## config.mk

```make
export PLATFORM = sky130hd
export DESIGN_NAME = int_to_fp_converter
export DESIGN_NICKNAME = d
export VERILOG_FILES = /design/src/rtl/fp_pkg.sv /design/src/rtl/fp_round_ne.sv /design/src/rtl/int_to_fp_converter.sv
export SDC_FILE = /design/constraint.sdc
export NUM_CORES = 1
export LEC_CHECK = 0
export CAP_MARGIN = 25
export CORE_MARGIN = 3
export CORE_UTILIZATION = 45
export DETAILED_ROUTE_END_ITERATION = 7
export PLACE_DENSITY = 0.68
export SYNTH_ARGS = -nofsm -noshare
export SYNTH_HDL_FRONTEND = slang
export SYNTH_SLANG_ARGS = --single-unit
```

## constraint.sdc

```tcl
create_clock -name clk -period 3.1 [get_ports clk]
set_clock_uncertainty 0.05 [all_clocks]
set_input_delay 0.62 -clock clk [delete_from_list [all_inputs] [get_ports clk]]
set_output_delay 0.62 -clock clk [all_outputs]
set_load 0.1 [all_outputs]
```

## src/rtl/fp_pkg.sv

```systemverilog
// fp_pkg: shared single-precision field widths, bias, converter FSM states and packed float type.
package fp_pkg;
    localparam int FP_EXP_W    = 8;
    localparam int FP_MANT_W   = 23;
    localparam int FP_EXP_BIAS = 127;

    typedef enum logic [1:0] {IDLE, NORM, ROUND, DONE} state_e;

    typedef struct packed {
        logic                 sign;
        logic [FP_EXP_W-1:0]  exp;
        logic [FP_MANT_W-1:0] mant;
    } fp_single_t;
endpackage

```

## src/rtl/fp_round_ne.sv

```systemverilog
// fp_round_ne: rounds a normalised 32-bit magnitude to a 23-bit mantissa, nearest-even, with carry into exp.
module fp_round_ne
    import fp_pkg::*;
(
    input  logic [31:0]          mag_i,
    input  logic [FP_EXP_W-1:0]  exp_i,
    output logic [FP_EXP_W-1:0]  exp_o,
    output logic [FP_MANT_W-1:0] mant_o,
    output logic                 inexact_o
);
    logic                 up;
    logic [FP_MANT_W:0]   sum;

    // An unnormalised (zero) magnitude never rounds up.
    assign up        = mag_i[31] & mag_i[7] & ((|mag_i[6:0]) | mag_i[8]);
    assign sum       = {1'b0, mag_i[30:8]} + {{FP_MANT_W{1'b0}}, up};
    assign mant_o    = sum[FP_MANT_W-1:0];
    assign exp_o     = exp_i + {{(FP_EXP_W-1){1'b0}}, sum[FP_MANT_W]};
    assign inexact_o = |mag_i[7:0];
endmodule

```

## src/rtl/int_to_fp_converter.sv

```systemverilog
// int_to_fp_converter: multi-cycle 32-bit integer to IEEE-754 single converter.
// Normalises one bit per cycle, rounds nearest-even, start/done handshake.
module int_to_fp_converter
    import fp_pkg::*;
#(
    parameter bit SIGNED_IN = 1'b1,
    parameter int EXP_BIAS  = FP_EXP_BIAS
) (
    input  logic        clk,
    input  logic        rst,
    input  logic        start,
    input  logic [31:0] int_in,
    output logic        busy,
    output logic        done,
    output logic [31:0] result,
    output logic        inexact
);
    state_e                state_q, state_d;
    logic [31:0]           mag_q, mag_d;
    logic [FP_EXP_W-1:0]   exp_q, exp_d;
    logic                  sign_q, sign_d;
    fp_single_t            result_q, result_d;
    logic                  inexact_q, inexact_d;
    logic                  done_q, done_d;
    logic [FP_EXP_W-1:0]   rnd_exp;
    logic [FP_MANT_W-1:0]  rnd_mant;
    logic                  rnd_inexact;

    fp_round_ne u_round (
        .mag_i     (mag_q),
        .exp_i     (exp_q),
        .exp_o     (rnd_exp),
        .mant_o    (rnd_mant),
        .inexact_o (rnd_inexact)
    );

    always_comb begin
        state_d   = state_q;
        mag_d     = mag_q;
        exp_d     = exp_q;
        sign_d    = sign_q;
        result_d  = result_q;
        inexact_d = inexact_q;
        done_d    = state_q == DONE;
        unique case (state_q)
            IDLE: begin
                // The done pulse cycle also refuses new work.
                if (start && !done_q) begin
                    sign_d = SIGNED_IN && int_in[31];
                    mag_d  = sign_d ? -int_in : int_in;
                    exp_d  = FP_EXP_W'(EXP_BIAS + 31);
                    if (int_in == 32'h0) begin
                        result_d  = '0;
                        inexact_d = 1'b0;
                        state_d   = DONE;
                    end else begin
                        state_d = NORM;
                    end
                end
            end
            NORM: begin
                if (mag_q[31]) begin
                    state_d = ROUND;
                end else begin
                    mag_d = mag_q << 1;
                    exp_d = exp_q - 1'b1;
                end
            end
            ROUND: begin
                result_d  = '{sign: sign_q, exp: rnd_exp, mant: rnd_mant};
                inexact_d = rnd_inexact;
                state_d   = DONE;
            end
            DONE: state_d = IDLE;
        endcase
    end

    always_ff @(posedge clk) begin
        if (rst) begin
            state_q   <= IDLE;
            mag_q     <= '0;
            exp_q     <= '0;
            sign_q    <= 1'b0;
            result_q  <= '0;
            inexact_q <= 1'b0;
            done_q    <= 1'b0;
        end else begin
            state_q   <= state_d;
            mag_q     <= mag_d;
            exp_q     <= exp_d;
            sign_q    <= sign_d;
            result_q  <= result_d;
            inexact_q <= inexact_d;
            done_q    <= done_d;
        end
    end

    assign busy    = state_q != IDLE;
    assign done    = done_q;
    assign result  = result_q;
    assign inexact = inexact_q;
endmodule
```

# Word-level counts from Yosys, hierarchy flattened
# Index checks and enable logic that the tools add are counted.
[word_totals] reg_bits=77 in_bits=35 output_inout_bits=35
[op_classes] n_addsub=4 n_eq_ne=7 mux=17 bitwise_logic=3 reduce_logical=14
[op_table] op="$mux W32" count=5
[op_table] op="$pmux W32 S2" count=2
[op_table] op="$logic_not A32 Y1" count=1
[op_table] op="$neg A32 Y32" count=1
[op_table] op="$add A23 B1 Y24" count=1
[op_table] op="$mux W8" count=2
[op_table] op="$pmux W8 S2" count=1
[op_table] op="$add A8 B1 Y8" count=1
[op_table] op="$ne A2 B2 Y1 const B" count=4
[op_table] op="$pmux W2 S4" count=1
[op_table] op="$reduce_or A8 Y1" count=1
[op_table] op="$sub A8 B1 Y8 const B" count=1
[op_table] op="$reduce_or A7 Y1" count=1
[op_table] op="$mux W2" count=3
[op_table] op="$reduce_and A2 Y1" count=3
[op_table] op="$reduce_and A3 Y1" count=2
[op_table] op="$reduce_bool A2 Y1" count=3
[op_table] op="$eq A2 B2 Y1 const B" count=2
[op_table] op="$and A1 B1 Y1" count=2
[op_table] op="$eq A2 B1 Y1 const B" count=1
[op_table] op="$logic_not A2 Y1" count=1
[op_table] op="$mux W1" count=2
[op_table] op="$pmux W1 S2" count=1
[op_table] op="$logic_and A1 B1 Y1" count=1
[op_table] op="other kinds (2)" count=2

# Depth between registers and ports, before layout
[logic_depth] word_depth=6 mapped_depth=10

# Cells and area by module
# From an unflattened synthesis, not the netlist that was laid out.
[unflattened] cells_unflattened=645 area_unflattened_um2=5247.5
[by_module_without_submodules] module="int_to_fp_converter" instances=1 cells_per_inst=555 area_per_inst_um2=4618.2
[by_module_without_submodules] module="fp_round_ne" instances=1 cells_per_inst=90 area_per_inst_um2=629.4

# Least setup slack after synthesis
# OpenSTA, ideal clock, no wires.
[synth_path] kind="input port to flip-flop" from="input port int_in[3]" to="register mag_q[17]" setup_ns=0.114 t_arrival_ns=2.608 path_slack_ns=0.327 stages=7 n_path_buf=2 cell_sequence="or4_4 buf_6 or4_4 buf_6 o31ai_1 xor2_1 a2111oi_0"
[synth_between] elab_chain_cells=4
[synth_rtl] element="from (decl)" line_no="int_to_fp_converter.sv:12" source="input logic [31:0] int_in,"
[synth_rtl] element="$neg A32 Y32" line_no="int_to_fp_converter.sv:50" source="mag_d = sign_d ? -int_in : int_in;"
[synth_rtl] element="$mux W32" line_no="int_to_fp_converter.sv:50"
[synth_rtl] element="$mux W32" line_no="int_to_fp_converter.sv:48" source="if (start && !done_q) begin"
[synth_rtl] element="$pmux W32 S2" line_no="int_to_fp_converter.sv:45" source="unique case (state_q)"
[synth_rtl] element="to (signal assigned)" line_no="int_to_fp_converter.sv:89" source="mag_q <= mag_d;"
[synth_rtl] element="to (decl)" line_no="int_to_fp_converter.sv:19" source="logic [31:0] mag_q, mag_d;"
# No other way between the ends. The select of a mux whose other input is x is not followed.
# A chain may end at the register's enable or synchronous reset.

# Worst setup path after layout
[layout_path] from="input port int_in[1]" to="register mag_q[16]"
# The elaborated chain is that of the path after synthesis.

==> results by group <==
Yosys
  – Post-synth top area cell: dfxtp_1
  – Ys async rst share: 0%
  – Yosys Warn Count: 0
  – Main synth FF type: dfxtp_1
  – Xor/xnor cell area share of the yosys netlist: 9.409%
  – Post-Synthesis Cell Area: 0.004654 mm²
  – Post-synth EDFFs: 0
  – Post-synthesis mux area share: 0.4301%
  – Compound-Gate Fraction of Synth Area: 26.21%
  – Syn nets: 616
  – Simple-Gate Fraction of Synth Area: 21.94%
  – Synth Instances: 572
  – Post-synth top area share: 33.12%
  – Mean area per synthesized cell: 8.137 µm²
  – Post-synthesis cell type count: 63
  – Post-Synth Adder-Cell Area: 2.419%
  – Sequential area share after synthesis: 33.12%
  – Synth Register Bits: 77
  – Largest family of logic cells by synthesized area: compound AO/OA/AOI/OAI gates
  – Ranking of synthesized cells by area: dfxtp_1, xnor2_1, a21oi_1

Floorplan
  – Die Y: 107.7 µm
  – # rows: 36
  – Die Wd: 107.7 µm
  – Starting Density: 46.97%
  – Die area: 0.01160 mm²
  – Ports: 70
  – Core area: 0.009910 mm²

Clock tree
  – Number of buffers created by CTS: 9
  – Clock transition at path regs: 0.08 ns
  – CTS Hold Bufs: 0
  – Clk sink count: 77
  – CTS resizes: 0
  – Clock root buffer: clkbuf_8
  – Largest buffer count on any clock path: 2
  – TritonCTS clock tree: done
  – Worst-Skew Late Latency: 0.35 ns
  – Htree depth: 3
  – Postcts setup bufs: 0

Critical path
  – Crit path DAT: 3.10 ns
  – Worst reg2reg setup slack: 0.40 ns
  – CP Capture Type: flop
  – Worst endpoint required time: 3.27 ns
  – Peak fanout along the critical path: 4
  – Crit Path Class: in2reg
  – Critical path startpoint category: input port

Drt
  – Final WL: 12470 µm
  – Drt first pass iters: 5
  – Iter 0 DRT Violations: 369
  – WL/cell: 15.86 µm
  – DR DRC count: 0
  – Number of vias per cell: 5.823
  – Routed Antenna Nets: 0
  – Vias: 4577

Final layout
  – Fillers: 939
  – Design area: 0.005838 mm²
  – Commonest non-fill, non-tap cell in the layout: buf_4
  – Final nets: 692
  – Antenna Cells: 0
  – Most frequent cells in the layout: buf_4, dfxtp_1, nor2_1
  – Layout cells sized above 1: 17.76%
  – Layout area overhead: 25.43%

Worst hold path
  – Hold Crit Class: reg2reg

Global route
  – Total gr overflow: 0
  – Vias in the first global route: 4134
  – Tot GR Track Use: 21.65%
  – Largest net degree at the start of global routing: 59
  – Initial antenna violation count: 0
  – First-pass GRT wire length: 20410 µm

Placement
  – Post-place instance area: 0.005604 mm²
  – RePlAce Congestion: 0.8756
  – Final HPWL DP: 9329 µm
  – IO buf count: 69

Pwr
  – Pwr/cell area: 820.7 mW/mm²
  – Maximum vdd drop: 563.7 µV
  – Overall power: 4.791 mW
  – LEAKAGE: 2.129 nW

STA
  – Final worst path period share: 94.27%
  – Tmin final: 2.922 ns
  – Endpoints failing setup: 0
  – Slew Limit Fails: 0
  – Slew margin rel.: 66.78%
  – Final Hold Fails: 0
  – RSZ-0062 raised after global routing: false
  – Hold Slack: 0.4070 ns
  – Max Fclk: 342.2 MHz
  – Least-Margin Pin Slew: 0.4983 ns

Outcome
  – Status: completed

Run
  – Max Cap Viol: 0
[worst max-delay path: stages]
cell,delay [ns]
clkdlybuf4s50_1,0.42
inv_1,0.08
ha_1,0.15
or3b_1,0.42
or4_4,0.55
buf_4,0.17
o21ai_0,0.19
xor2_1,0.12
a2111oi_0,0.38
[path summary, 6_finish.rpt]
check             start  cells past startpoint          to
max           int_in[1]                      9   mag_q[16]
min          result[21]                      2  result[21]
max reg2reg   mag_q[18]                      8  result[29]
min reg2reg  result[21]                      2  result[21]
[synthesized netlist by cell type, drive strengths merged (10+ instances only)]
| cell type | instances |
|---|---|
| a211oi | 18 |
| a21oi | 38 |
| a22oi | 22 |
| clkbuf | 44 |
| dfxtp | 77 |
| inv | 17 |
| nand2 | 38 |
| nand3 | 22 |
| nand4 | 12 |
| nor2 | 48 |
| nor3 | 17 |
| nor4 | 11 |
| o21ai | 24 |
| o31ai | 17 |
| or3 | 10 |
| or4 | 10 |
| xnor2 | 31 |
| xor2 | 19 |
[registers in the layout, indices dropped and copies added (netlist names)]
signal   cells
inexact      1
sign_q       1
result      32
exp_q        8
done         1
state_q      2
mag_q       32
[logic make-up (layout without fill, tap and decap cells)]
group,count (synthesis),in the layout
and+or+nand+nor,194,194
AOI/OAI and AO/OA,170,170
DFF,77,77
buffers and inverters,70,151
xor gates and xnor gates,50,50
adders and majority gates,9,9
muxes,2,2
[layout make-up]
cell class              instances  area (µm²)  area share [%]
multi-input cells             425        2824           48.37
well taps                     133       166.4           2.850
inverters                      17       63.81           1.093
repair buffers                118        1028           17.62
clock inverters                 6       86.33           1.479
clock buffers                  10       127.6           2.186
flip-flops and latches         77        1541           26.40
[metrics by stage]
step | util, % | instances | setup TNS [ns] | worst slack (ns)
floorplan | - | 572 | 0 | 0.3271
global placement | 56.55 | 769 | -1.962 | -0.1072
detailed placement | 56.55 | 769 | -3.341 | -0.1657
CTS | 58.71 | 785 | 0 | 0.1924
global route | 58.91 | 786 | 0 | 0.01780
finish | 58.91 | 786 | 0 | 0.1776
[where the power goes]
part	switching [mW]	internal, mW	leakage, nW
logic	1.42	0.932	1.39
registers	0.349	1.26	0.630
clock network	0.381	0.454	0.107
[routing by layer]
| metal | track usage, % | share of wire (%) | wire length (µm) |
|---|---|---|---|
| met1 | 31.55 | 49 | 6052 |
| met3 | 3.659 | 6.3 | 783 |
| met2 | 32.73 | 44 | 5477 |
| met4 | 6.222 | 1.2 | 153 |
| met5 | 0 | 0 | 0 |
(Power assumes the default switching activity.)
==> variant, RTL diff (same flow settings) <==
The 4 states of `state_e` get a one-hot encoding in 4 bits.
--- a/src/rtl/fp_pkg.sv
+++ b/src/rtl/fp_pkg.sv
@@ -5,5 +5,5 @@
     localparam int FP_EXP_BIAS = 127;
 
-    typedef enum logic [1:0] {IDLE, NORM, ROUND, DONE} state_e;
+    typedef enum logic [3:0] {IDLE = 4'b0001, NORM = 4'b0010, ROUND = 4'b0100, DONE = 4'b1000} state_e;
 
     typedef struct packed {
Behaviour: no difference found for any inputs over 4 cycles, from zero or initial values and one cycle with rst high; so few cycles prove little.
==> variant against the unedited design <==
Wire length down 8.3%; setup slack better by 0.054 ns; synthesized area down 5.9%; synthesized cell count down 17%; maximum frequency up 1.9%; final cell count down 12%; design area down 6.0%; sequential cell count up 2.
Power is not compared: it rests on default switching activity, and its combinational part moved more than twofold at a synthesized area within 25%.
==> variant: results (changes against the unedited design) <==
- Iteration-0 DRC Markers: 373 (was 369)
- Worst Setup EP: mag_q[26]$_SDFFE_PP0P_ (was mag_q[16]$_SDFFE_PP0P_)
- Worst reg2reg path depth: 9 (was 8)
- Hold path start: sign_q$_SDFFE_PP0P_ (was result[21]$_SDFFE_PP0P_)
- Avg WL per Cell: 16.6 um (was 15.9 um)
- Post-Synth Adder-Cell Area: 1.71% (was 2.42%)
- Syn Nets: 514 (was 616)
- Fillers: 898 (was 939)
- Vias: 4029 (was 4577)
- R2r startpoint: mag_q[22]$_SDFFE_PP0P_ (was mag_q[18]$_SDFFE_PP0P_)
- Synth Area in Compound Gates: 26.6% (was 26.2%)
- Synth Area in XOR/XNOR: 11.0% (was 9.41%)
- 1st-pass router iterations: 5 (unchanged)
- Mux share of post-synthesis cell area: 1.43% (was 0.430%)
- First-pass GRT wire length: 18800 um (was 20400 um)
- Largest net degree at the start of global routing: 44 (was 59)
- Most frequent cells after synthesis: dfxtp_1 (79), xor2_1 (32), a22o_1 (26) (was dfxtp_1 (77), nor2_1 (48), clkbuf_1 (42))
- Crit path DAT: 3.03 ns (was 3.10 ns)
- Cells after Synth: 473 (was 572)
- Share of cells above drive strength 1: 20.3% (was 17.8%)
- Post-DP HPWL: 8550 um (was 9330 um)
- Hold Path Sink: sign_q$_SDFFE_PP0P_ (was result[21]$_SDFFE_PP0P_)
- Placed Instances: 675 (was 769)
- Vias in the first global route: 3675 (was 4134)
- CP Max Fanout: 8 (was 4)
- Drt total wl: 11400 um (was 12500 um)
- Reg-to-reg slack, setup: 0.76 ns (was 0.40 ns)
- Area contributors post-synth: dfxtp_1 (36%), xor2_1 (6.4%), a22o_1 (5.2%) (was dfxtp_1 (33%), xnor2_1 (5.8%), a21oi_1 (4.1%))
- Status: completed (unchanged)
- Seq/Total Area, Yosys: 36.1% (was 33.1%)
- Nets: 598 (was 692)
- Crit-path max cell delay: 0.50 ns (was 0.55 ns)
- Rel. slew slack: 56.5% (was 66.8%)
- Area post-placement: 5280 sq um (was 5600 sq um)
- Worst Setup SP: int_in[0] (was int_in[1])
variant: routing by layer:
metal / wire length (um) / global-route usage [%]
met2: 4980 / 30.9
met3: 779 / 3.03
met5: 0 / 0
met4: 171 / 6.65
met1: 5510 / 30.7
variant: critical path, delay by kind of cell:
| family | cells | cell delay [ns] |
|---|---|---|
| AND/OR/NAND/NOR | 2 | 0.96 |
| buffers and inverters | 3 | 0.67 |
| AO/OA/AOI/OAI | 2 | 0.34 |
| XOR/XNOR | 1 | 0.27 |
| adder cells (fa/ha/maj) | 1 | 0.16 |
variant: layout make-up:
cell class	instances	area [sq um]	area share, %
multi-input cells	349	2600	47.3
flip-flops and latches	79	1580	28.8
repair buffers	106	893	16.3
well taps	129	161	2.94
clock buffers	12	155	2.83
clock inverters	4	53.8	0.981
inverters	12	45.0	0.821
variant: per-stage QoR:
stage                     hold WS, ns  setup slack, ns
final                           0.409            0.232
after global routing            0.444           0.0841
after CTS                       0.411            0.238
after detailed placement        0.399           -0.122
after global placement          0.396          -0.0824
after floorplan                 0.386            0.527
